--- src/rtl/hc_gate_tester_if.sv ---
// Stimulus/response bus between a run controller, hc_gate_tester and the gate under test.
// master: the controller side (issues start, owns the device model); slave: the tester.
interface hc_gate_tester_if #(
    parameter int unsigned ERR_W = 9
);
    logic             start;
    logic [2:0]       gate_sel;
    logic [5:0]       dut_a;
    logic [3:0]       dut_b;
    logic [5:0]       dut_y;
    logic             busy;
    logic             done;
    logic             pass;
    logic             sel_err;
    logic [ERR_W-1:0] err_count;
    logic [7:0]       first_fail_vec;
    logic             first_fail_valid;

    modport master (
        output start, gate_sel, dut_y,
        input  dut_a, dut_b, busy, done, pass, sel_err,
               err_count, first_fail_vec, first_fail_valid
    );

    modport slave (
        input  start, gate_sel, dut_y,
        output dut_a, dut_b, busy, done, pass, sel_err,
               err_count, first_fail_vec, first_fail_valid
    );
endinterface

--- src/rtl/hc_gate_tester.sv ---
// Exhaustive self-checking sequencer for 74HC quad/hex gates (HC00/02/04/08/32/86).
// Walks every input vector, waits SETTLE cycles, samples the device outputs and
// accumulates mismatch count and first failing vector.
module hc_gate_tester #(
    parameter int unsigned SETTLE = 2,
    parameter int unsigned ERR_W  = 9
) (
    input logic             clk,
    input logic             rst,
    hc_gate_tester_if.slave bus
);

    typedef enum logic [2:0] {
        S_IDLE  = 3'd0,
        S_DRIVE = 3'd1,
        S_WAIT  = 3'd2,
        S_CHECK = 3'd3,
        S_DONE  = 3'd4
    } state_e;

    typedef enum logic [2:0] {
        G_NAND = 3'd0,
        G_NOR  = 3'd1,
        G_INV  = 3'd2,
        G_AND  = 3'd3,
        G_OR   = 3'd4,
        G_XOR  = 3'd5
    } gate_e;

    // Value loaded into the settle counter on entry to WAIT; WAIT exits when it reaches 0.
    localparam logic [3:0]       SETTLE_LAST = (SETTLE == 0) ? 4'd0 : 4'(SETTLE - 1);
    localparam logic [ERR_W-1:0] ERR_MAX     = '1;

    state_e           state_q,    state_d;
    gate_e            sel_q,      sel_d;
    logic [7:0]       vec_q,      vec_d;
    logic [3:0]       settle_q,   settle_d;
    logic [5:0]       dut_a_q,    dut_a_d;
    logic [3:0]       dut_b_q,    dut_b_d;
    logic [ERR_W-1:0] err_q,      err_d;
    logic [7:0]       ff_vec_q,   ff_vec_d;
    logic             ff_valid_q, ff_valid_d;
    logic             pass_q,     pass_d;
    logic             sel_err_q,  sel_err_d;

    logic [5:0]       exp_y;
    logic [5:0]       cmp_mask;
    logic             mismatch;
    logic             last_vec;
    logic [7:0]       vec_nxt;

    // Expected response of the latched gate to the vector currently driven, and end-of-sweep detect.
    always_comb begin
        // NOTE: every signal driven here gets a default first, so no branch can leave it
        // unassigned and infer a latch.
        exp_y    = '0;
        cmp_mask = 6'h0F;
        case (sel_q)
            G_NAND:  exp_y = {2'b00, ~(dut_a_q[3:0] & dut_b_q)};
            G_NOR:   exp_y = {2'b00, ~(dut_a_q[3:0] | dut_b_q)};
            G_AND:   exp_y = {2'b00,  (dut_a_q[3:0] & dut_b_q)};
            G_OR:    exp_y = {2'b00,  (dut_a_q[3:0] | dut_b_q)};
            G_XOR:   exp_y = {2'b00,  (dut_a_q[3:0] ^ dut_b_q)};
            G_INV: begin
                exp_y    = ~dut_a_q;
                cmp_mask = 6'h3F;
            end
            default: exp_y = '0;
        endcase
        mismatch = |((bus.dut_y ^ exp_y) & cmp_mask);
        last_vec = (sel_q == G_INV) ? (vec_q == 8'd63) : (vec_q == 8'd255);
    end

    // Sequencer next state, vector stepping and result bookkeeping.
    always_comb begin
        state_d    = state_q;
        sel_d      = sel_q;
        vec_d      = vec_q;
        settle_d   = settle_q;
        dut_a_d    = dut_a_q;
        dut_b_d    = dut_b_q;
        err_d      = err_q;
        ff_vec_d   = ff_vec_q;
        ff_valid_d = ff_valid_q;
        pass_d     = pass_q;
        sel_err_d  = sel_err_q;
        vec_nxt    = vec_q + 8'd1;

        case (state_q)
            S_IDLE: begin
                if (bus.start) begin
                    if (bus.gate_sel <= 3'd5) begin
                        sel_d      = gate_e'(bus.gate_sel);
                        vec_d      = '0;
                        err_d      = '0;
                        ff_vec_d   = '0;
                        ff_valid_d = 1'b0;
                        pass_d     = 1'b0;
                        sel_err_d  = 1'b0;
                        dut_a_d    = '0;
                        dut_b_d    = '0;
                        state_d    = S_DRIVE;
                    end else begin
                        sel_err_d  = 1'b1;
                        pass_d     = 1'b0;
                        err_d      = '0;
                        ff_valid_d = 1'b0;
                        state_d    = S_DONE;
                    end
                end
            end
            S_DRIVE: begin
                if (SETTLE == 0) begin
                    state_d = S_CHECK;
                end else begin
                    settle_d = SETTLE_LAST;
                    state_d  = S_WAIT;
                end
            end
            S_WAIT: begin
                if (settle_q == 4'd0) begin
                    state_d = S_CHECK;
                end else begin
                    settle_d = settle_q - 4'd1;
                end
            end
            S_CHECK: begin
                if (mismatch) begin
                    if (err_q != ERR_MAX) begin
                        err_d = err_q + ERR_W'(1);
                    end
                    if (!ff_valid_q) begin
                        ff_vec_d   = vec_q;
                        ff_valid_d = 1'b1;
                    end
                end
                if (last_vec) begin
                    dut_a_d = '0;
                    dut_b_d = '0;
                    // Uses err_d so a mismatch on the final vector is reflected in pass.
                    pass_d  = !sel_err_q && (err_d == '0);
                    state_d = S_DONE;
                end else begin
                    vec_d = vec_nxt;
                    if (sel_q == G_INV) begin
                        dut_a_d = vec_nxt[5:0];
                        dut_b_d = '0;
                    end else begin
                        dut_a_d = {2'b00, vec_nxt[3:0]};
                        dut_b_d = vec_nxt[7:4];
                    end
                    state_d = S_DRIVE;
                end
            end
            S_DONE:  state_d = S_IDLE;
            default: state_d = S_IDLE;
        endcase
    end

    // State and result registers with synchronous reset.
    always_ff @(posedge clk) begin
        // NOTE: non-blocking assignments so every register is computed from pre-edge values,
        // independent of statement order.
        if (rst) begin
            state_q    <= S_IDLE;
            sel_q      <= G_NAND;
            vec_q      <= '0;
            settle_q   <= '0;
            dut_a_q    <= '0;
            dut_b_q    <= '0;
            err_q      <= '0;
            ff_vec_q   <= '0;
            ff_valid_q <= 1'b0;
            pass_q     <= 1'b0;
            sel_err_q  <= 1'b0;
        end else begin
            state_q    <= state_d;
            sel_q      <= sel_d;
            vec_q      <= vec_d;
            settle_q   <= settle_d;
            dut_a_q    <= dut_a_d;
            dut_b_q    <= dut_b_d;
            err_q      <= err_d;
            ff_vec_q   <= ff_vec_d;
            ff_valid_q <= ff_valid_d;
            pass_q     <= pass_d;
            sel_err_q  <= sel_err_d;
        end
    end

    assign bus.dut_a            = dut_a_q;
    assign bus.dut_b            = dut_b_q;
    assign bus.busy             = (state_q == S_DRIVE) || (state_q == S_WAIT) || (state_q == S_CHECK);
    assign bus.done             = (state_q == S_DONE);
    assign bus.pass             = pass_q;
    assign bus.sel_err          = sel_err_q;
    assign bus.err_count        = err_q;
    assign bus.first_fail_vec   = ff_vec_q;
    assign bus.first_fail_valid = ff_valid_q;

endmodule

--- src/flat_wrapper.sv ---
// flat-port wrapper written by rule: the top's interface ports become plain ports
module hc_gate_tester_flat 
#(
    parameter int unsigned SETTLE = 2,
    parameter int unsigned ERR_W  = 9
)
  (clk, rst, bus_start, bus_gate_sel, bus_dut_y, bus_dut_a, bus_dut_b, bus_busy, bus_done, bus_pass, bus_sel_err, bus_err_count, bus_first_fail_vec, bus_first_fail_valid);
  hc_gate_tester_if #(.ERR_W(ERR_W)) bus_i ();
  input logic clk;
  input logic rst;
  input wire logic [$bits(bus_i.start)-1:0] bus_start;
  input wire logic [$bits(bus_i.gate_sel)-1:0] bus_gate_sel;
  input wire logic [$bits(bus_i.dut_y)-1:0] bus_dut_y;
  output wire logic [$bits(bus_i.dut_a)-1:0] bus_dut_a;
  output wire logic [$bits(bus_i.dut_b)-1:0] bus_dut_b;
  output wire logic [$bits(bus_i.busy)-1:0] bus_busy;
  output wire logic [$bits(bus_i.done)-1:0] bus_done;
  output wire logic [$bits(bus_i.pass)-1:0] bus_pass;
  output wire logic [$bits(bus_i.sel_err)-1:0] bus_sel_err;
  output wire logic [$bits(bus_i.err_count)-1:0] bus_err_count;
  output wire logic [$bits(bus_i.first_fail_vec)-1:0] bus_first_fail_vec;
  output wire logic [$bits(bus_i.first_fail_valid)-1:0] bus_first_fail_valid;
  assign bus_i.start = bus_start;
  assign bus_i.gate_sel = bus_gate_sel;
  assign bus_i.dut_y = bus_dut_y;
  assign bus_dut_a = bus_i.dut_a;
  assign bus_dut_b = bus_i.dut_b;
  assign bus_busy = bus_i.busy;
  assign bus_done = bus_i.done;
  assign bus_pass = bus_i.pass;
  assign bus_sel_err = bus_i.sel_err;
  assign bus_err_count = bus_i.err_count;
  assign bus_first_fail_vec = bus_i.first_fail_vec;
  assign bus_first_fail_valid = bus_i.first_fail_valid;
  hc_gate_tester #(.SETTLE(SETTLE), .ERR_W(ERR_W)) u_core (.clk(clk), .rst(rst), .bus(bus_i));
endmodule
--- config.mk ---
export PLATFORM = sky130hd
export DESIGN_NAME = hc_gate_tester_flat
export DESIGN_NICKNAME = d
export VERILOG_FILES = /design/src/rtl/hc_gate_tester_if.sv /design/src/rtl/hc_gate_tester.sv /design/src/flat_wrapper.sv
export SDC_FILE = /design/constraint.sdc
export NUM_CORES = 1
export LEC_CHECK = 0
export CORE_AREA = 10 10 82 84
export CTS_CLUSTER_DIAMETER = 60
export DETAILED_ROUTE_END_ITERATION = 8
export DIE_AREA = 0 0 92 94
export PLACE_DENSITY = 0.86
export SYNTH_ARGS = -nofsm -noshare
export SYNTH_HDL_FRONTEND = slang
export SYNTH_SLANG_ARGS = --single-unit
--- constraint.sdc ---
create_clock -name clk -period 3 [get_ports clk]
set_input_delay 0.6 -clock clk [delete_from_list [all_inputs] [get_ports clk]]
set_output_delay 0.6 -clock clk [all_outputs]
set_load 0.02 [all_outputs]
* Word level (Yosys, flattened, before mapping)
Cells that the tools add are included.
Storage, ports and cells: register bits after elaboration 48, word-level logic and storage cells 102, bits of input ports 12, output and inout bits 32
Operators by class: reductions and logical operators 21, bitwise logic cells 8, muxes and demuxes 38, add/sub/neg operators 3, equal/unequal tests 20, $lt $le $gt $ge 1
Operators by type and width (count):
- 2-to-1 mux 8 bit | 5
- 2-to-1 mux 9 bit | 4
- case mux 6 bit (6 select lines) | 1
- case mux 8 bit (2 select lines) | 2
- 2-to-1 mux 6 bit | 5
- 2-to-1 mux 4 bit | 5
- case mux 9 bit (2 select lines) | 1
- case mux 4 bit (2 select lines) | 2
- == test 3 x 2 -> 1 bit (second input constant) | 4
- 2-to-1 mux 3 bit | 4
- case mux 3 bit (4 select lines) | 1
- case mux 6 bit (2 select lines) | 1
- AND reduction 3 bit | 4
- adder 9 x 1 -> 9 bit (second input constant) | 1
- == test 3 bit (second input constant) | 3
- logical NOT 9 bit | 1
- inequality test 9 bit (second input constant) | 1
- adder 8 x 1 -> 8 bit (second input constant) | 1
- == test 8 x 6 -> 1 bit (second input constant) | 1
- == test 8 bit (second input constant) | 1
- inequality test 2 x 1 -> 1 bit (second input constant) | 4
- inequality test 2 bit (second input constant) | 4
- inverter 4 bit | 2
- AND reduction 2 bit | 4
- other kinds (20) | 29

* Depth between registers and ports, before layout
depth after elaboration 12, gate-level depth with buffers 12, depth with buffers taken out 11

* Least setup slack after synthesis
OpenSTA, ideal clock, no wires.
kind register to register, from register u_core.dut_a_q[2], in the netlist u_core.bus.dut_a[2], to register u_core.err_q[5], in the netlist u_core.bus.err_count[5], arrival time 2.416 ns, path buffers 1, period minus slack after synthesis 2.507 ns, path slack 0.493 ns, cell stages (with the launch flop) 13, cells stage by stage dfxtp_1 > inv_1 > ha_1 > nand2_1 > o21ai_0 > a221oi_1 > xnor2_1 > nor4_4 > a21oi_2 > buf_2 > nand2_1 > nand2_1 > a311oi_1
On the way: word-level cells in the longest chain between the ends 9, elaborated cells between the ends (all ways) 13
RTL lines:
- from (decl) | line hc_gate_tester.sv:38 | logic [5:0] dut_a_q, dut_a_d;
- from (signal assigned) | line hc_gate_tester.sv:181 | dut_a_q <= dut_a_d;
- OR 4 bit / AND 4 bit (equally long branches)
- inverter 4 bit, on equally long branches | line hc_gate_tester.sv:60, hc_gate_tester.sv:59
- case mux 6 bit (6 select lines) (*) | line hc_gate_tester.sv:58 | case (sel_q)
- bitwise XOR 6 bit (*) | line hc_gate_tester.sv:70 | mismatch = |((bus.dut_y ^ exp_y) & cmp_mask);
- AND 6 bit (*) | line hc_gate_tester.sv:70
- OR reduction 6 bit (*) | line hc_gate_tester.sv:70
- 2-to-1 mux 9 bit (*) | line hc_gate_tester.sv:128 | if (mismatch) begin
- 2-to-1 mux 9 bit (*) | line hc_gate_tester.sv:89 | case (state_q)
- case mux 9 bit (2 select lines) (*) | line hc_gate_tester.sv:89
- to (signal assigned) | line hc_gate_tester.sv:183 | err_q <= err_d;
- to (decl) | line hc_gate_tester.sv:40 | logic [ERR_W-1:0] err_q, err_d;
Mark *: on every way between the ends. The rest lies on a longest branch, timed or not. The select of a mux whose other input is x is not followed. A chain may end at the register's enable or synchronous reset.

* Worst setup path after layout
from register u_core.dut_a_q[3], in the netlist u_core.bus.dut_a[3], to register u_core.pass_q, in the netlist u_core.bus.pass
On the way: word-level cells in the longest chain between the ends 12, elaborated cells between the ends (all ways) 16
RTL lines:
- OR 4 bit / AND 4 bit (equally long branches)
- inverter 4 bit, on equally long branches | line hc_gate_tester.sv:60, hc_gate_tester.sv:59
- case mux 6 bit (6 select lines) (*) | line hc_gate_tester.sv:58
- bitwise XOR 6 bit (*) | line hc_gate_tester.sv:70
- AND 6 bit (*) | line hc_gate_tester.sv:70
- OR reduction 6 bit (*) | line hc_gate_tester.sv:70
- 2-to-1 mux 9 bit (*) | line hc_gate_tester.sv:128
- 2-to-1 mux 9 bit (*) | line hc_gate_tester.sv:89
- logical NOT 9 bit (*) | line hc_gate_tester.sv:141 | pass_d = !sel_err_q && (err_d == '0);
- logical AND 1 bit (*) | line hc_gate_tester.sv:141
- 2-to-1 mux 1 bit (*) | line hc_gate_tester.sv:137 | if (last_vec) begin
- case mux 1 bit (2 select lines) (*) | line hc_gate_tester.sv:89
- to (signal assigned) | line hc_gate_tester.sv:186 | pass_q <= pass_d;
- to (decl) | line hc_gate_tester.sv:43 | logic pass_q, pass_d;
Marks and branches as above.

==> metrics.md <==
| Metric | Value |
|---|---|
| FF+latch area | `between 900 and 1000 µm²` |
| Rel. slew slack | `0.594` |
| Power per cell area | `477 nW/µm²` |
| Largest net degree at the start of global routing | `47` |
| RSZ-0062 raised after global routing | `no` |
| Core ar. | `a little over 5000 µm²` |
| Routed vias/inst | `5.77` |
| Routability cong. | `~0.85` |
| Critical path required time | `roughly 3.2 ns` |
| Worst-path clk slew | `about 0.1 ns` |
| Slew Limit Fails | `0` |
| Worst-margin pin slew | `0.605 ns` |
| Final design utilization | `0.649` |
| Clock root buffer | `clkbuf_8` |
| Latest clock arrival within the worst-skew pair | `between 0.3 and 0.4 ns` |
| Syn_nets | `about 370` |
| Status | `finished, final reports clean` |
| Port Buffers | `43` |
| Layout cell share with drive strength beyond 1 | `0.0672` |
| FMAX | `357 MHz` |
| Fill count | `around 450` |
| Starting DRT DRC Count | `around 190` |
| Synthesis warning total | `0` |
| Delay-heaviest family, CP | `simple AND/OR/NAND/NOR gates` |
| Worst R2R End | `u_core.bus.pass` |
| Full die area | `slightly below 9000 µm²` |
| Worst reg2reg path startpoint | `u_core.bus.dut_a[3]` |
| Antenna violations before repair | `0` |
| Vias in the first global route | `between 2k and 3k` |
| Seq/Total Area, Yosys | `0.360` |
| Hold Path Class | `reg2reg` |
| Synthesized flop and latch total | `between 40 and 50` |
| WHS Path Cells | `2` |
| Ant diodes | `0` |
| CP bufs+invs | `1` |
| Yosys top cell by area | `dfxtp_1` |
| # H-tree levels | `2` |
| Area share of the largest cell type after synthesis | `0.360` |
| Max cap viols | `0` |
| Starting Density | `0.526` |
| Total CTS buffers | `5` |
| Die outline width | `92 µm` |
| Mean post-synth cell area | `roughly 7.7 µm²` |
| Top cells by area, synth | `dfxtp_1 36%, nor2_1 7.3%, a21oi_1 6.0%, ha_1 5.6%, nand2_1 4.5%` |
| Worst clock skew | `just under 0.008 ns` |
| Hold Fails Final Rpt | `0` |
| I/O pins | `44` |
| Global-route wire length before repair | `approximately 12 mm` |
| Die Ht | `approximately 94 µm` |
| Worst vdd ir | `0.363 mV` |
| Cell count after synthesis | `around 350` |
| Worst path slowest cell | `nor4_4` |
| Max Root-Sink Buffers | `2` |
| Min-delay src | `u_core.bus.first_fail_vec[2]` |
| Syn-to-layout area delta | `23.3%` |
| Path depth of the worst reg2reg path | `10` |
| DRC | `0` |
| Critical path class | `reg2reg` |
| Worst setup SP type | `flop` |
| Detail Placement HPWL | `roughly 5.0 mm` |
| Post-synth EDFFs | `0` |
| Fin area | `roughly 3300 µm²` |
| Reg2reg setup slack | `about 0.20 ns` |
| Hold Path End | `u_core.bus.first_fail_vec[2]` |
| Setup TNS | `0 ns` |
| LEAKAGE | `between 1 and 1.5 nW` |
| Tcrit/Tclk final | `0.934` |
| Critical path arrival | `3.02 ns` |
| Distinct cells, synth | `50` |
| Worst path cell trace | `inv_1, ha_1, or3_1, a32oi_1, xnor2_1, nor4_4, nand2_2, a211oi_1, a41oi_1, o31ai_1` |
| Synth Flop Type | `dfxtp_1` |
| # rows | `26` |
| Wirelength per Cell | `~15 µm` |
| Post-route antenna net violation count | `0` |
| DRT Pass-1 Iters | `5` |
| Total Wirelength | `about 6.9 mm` |
| Crit end category | `flop` |
| Async set-reset flop share out of synthesis | `0` |
| Multi-input gate area | `1590 µm²` |
| Crit Path Max Fanout | `6` |
| Vias | `2638` |
| Fin nets | `410` |
| CTS Sinks | `48` |
| Syn Std Cell Area | `between 2000 and 3000 µm²` |
| CTS tree | `built` |
| CP max stage delay | `about 0.47 ns` |
| Total grt overflow | `0` |
| Post-layout min period | `between 2 and 3 ns` |
| Placement Cell Area | `approximately 3200 µm²` |
| GRT Util Overall | `0.164` |
| Final Setup Violations | `0` |
worst reg2reg max path: cells and delay by family (launching register included):
family / cells / cell delay [ns]
AOI/OAI and AO/OA: 4 / 0.85
xor gates and xnor gates: 1 / 0.13
adders and majority gates: 1 / 0.27
buffers and inverters: 1 / 0.07
DFF: 1 / 0.44
and+or+nand+nor: 3 / 0.96
registers in the layout, summed over array words and instances, names as in the netlist:
signal	cells
u_core.bus.dut_a	6
u_core.bus.dut_b	4
u_core.bus.err_count	9
u_core.bus.first_fail_valid	1
u_core.bus.first_fail_vec	8
u_core.bus.pass	1
u_core.bus.sel_err	1
u_core.sel_q	3
u_core.settle_q	4
u_core.state_q	3
u_core.vec_q	8
layout make-up:
type / instances / share of cell area
Clock inverter: 2 / 0.0118
Sequential cell: 48 / 0.293
Multi-Input combinational cell: 267 / 0.483
Timing Repair Buffer: 49 / 0.144
Clock buffer: 6 / 0.0251
Tap cell: 70 / 0.0266
Inverter: 15 / 0.0171
Yosys cell counts (6+ instances only):
master / number
a22oi_1: 7
nand2_1: 32
xnor2_1: 9
o21ai_0: 6
ha_1: 12
a21oi_1: 32
nor3_1: 16
and3_1: 6
xor2_1: 8
o21ai_1: 7
inv_1: 12
clkbuf_1: 12
nand3_1: 17
dfxtp_1: 48
nor2_1: 52
worst max-delay path by stage:
stage	start	to	slack [ns]	depth (start not counted)
after global routing	u_core.bus.dut_a[3]	u_core.bus.pass	0.02	10
after CTS	u_core.sel_q[0]	u_core.bus.pass	0.09	9
after global placement	u_core.sel_q[0]	u_core.bus.pass	0.28	9
final	u_core.bus.dut_a[3]	u_core.bus.pass	0.20	10
after floorplan	u_core.bus.dut_a[2]	u_core.bus.err_count[5]	0.49	12
after detailed placement	u_core.sel_q[0]	u_core.bus.pass	0.11	9
cell usage in the layout (no fill, tap or decap), types with 3 or more instances in the layout:
cell type | synthesis | final
nor2_1 | 52 | 52
dfxtp_1 | 48 | 46
clkdlybuf4s50_1 | 0 | 43
nand2_1 | 32 | 32
a21oi_1 | 32 | 32
nand3_1 | 17 | 17
nor3_1 | 16 | 16
inv_1 | 12 | 12
ha_1 | 12 | 12
xnor2_1 | 9 | 9
xor2_1 | 8 | 8
o21ai_1 | 7 | 7
a22oi_1 | 7 | 7
o21ai_0 | 6 | 6
and3_1 | 6 | 6
clkbuf_8 | 0 | 6
buf_4 | 0 | 6
nor2b_1 | 5 | 5
a211oi_1 | 5 | 5
a31oi_1 | 5 | 5
a32oi_1 | 4 | 4
nor4_1 | 4 | 4
and2_1 | 3 | 3
or3_1 | 3 | 3
a21o_1 | 3 | 3
layer usage:
metal	track usage	part of all wire	wire length [µm]	up-vias
li1	-	-	-	1303
met4	0.0386	0.0068	47	0
met1	0.200	0.45	3130	1256
met2	0.277	0.48	3330	74
met5	0	0	0	-
met3	0.0472	0.063	438	5
where the power goes:
part | switching, W | internal [W]
clock network | 0.000233 | 0.000273
registers | 0.0000453 | 0.000663
logic | 0.000225 | 0.000133
total | 0.000503 | 0.00107
stage by stage:
| stage | instances | total power [W] | hold slack (ns) | setup WS, ns |
|---|---|---|---|---|
| after floorplan | 348 | 0.000960 | 0.466 | 0.493 |
| after global routing | 457 | 0.00164 | 0.494 | 0.0163 |
| final | 457 | 0.00157 | 0.465 | 0.197 |
| after global placement | 449 | 0.00106 | 0.443 | 0.280 |
| after CTS | 457 | 0.00156 | 0.471 | 0.0867 |
| after detailed placement | 449 | 0.00107 | 0.450 | 0.114 |
cells by family (layout without fill, tap and decap cells):
| family | Yosys count | after routing | share of synthesized area |
|---|---|---|---|
| AND/OR/NAND/NOR | 154 | 154 | 0.280 |
| adder cells (fa/ha/maj) | 12 | 12 | 0.0562 |
| buffers and inverters | 33 | 72 | 0.0478 |
| XOR/XNOR | 17 | 17 | 0.0558 |
| AO/OA/AOI/OAI | 84 | 84 | 0.200 |
| flip-flops | 48 | 48 | 0.360 |
timing repair:
| action | CTS | global route |
|---|---|---|
| setup buffers | 0 | 0 |
| setup endpoints to repair | 0 | 8 |
| hold buffers | 0 | 0 |
| resized for setup | 0 | 3 |
(Power assumes the default switching activity.)
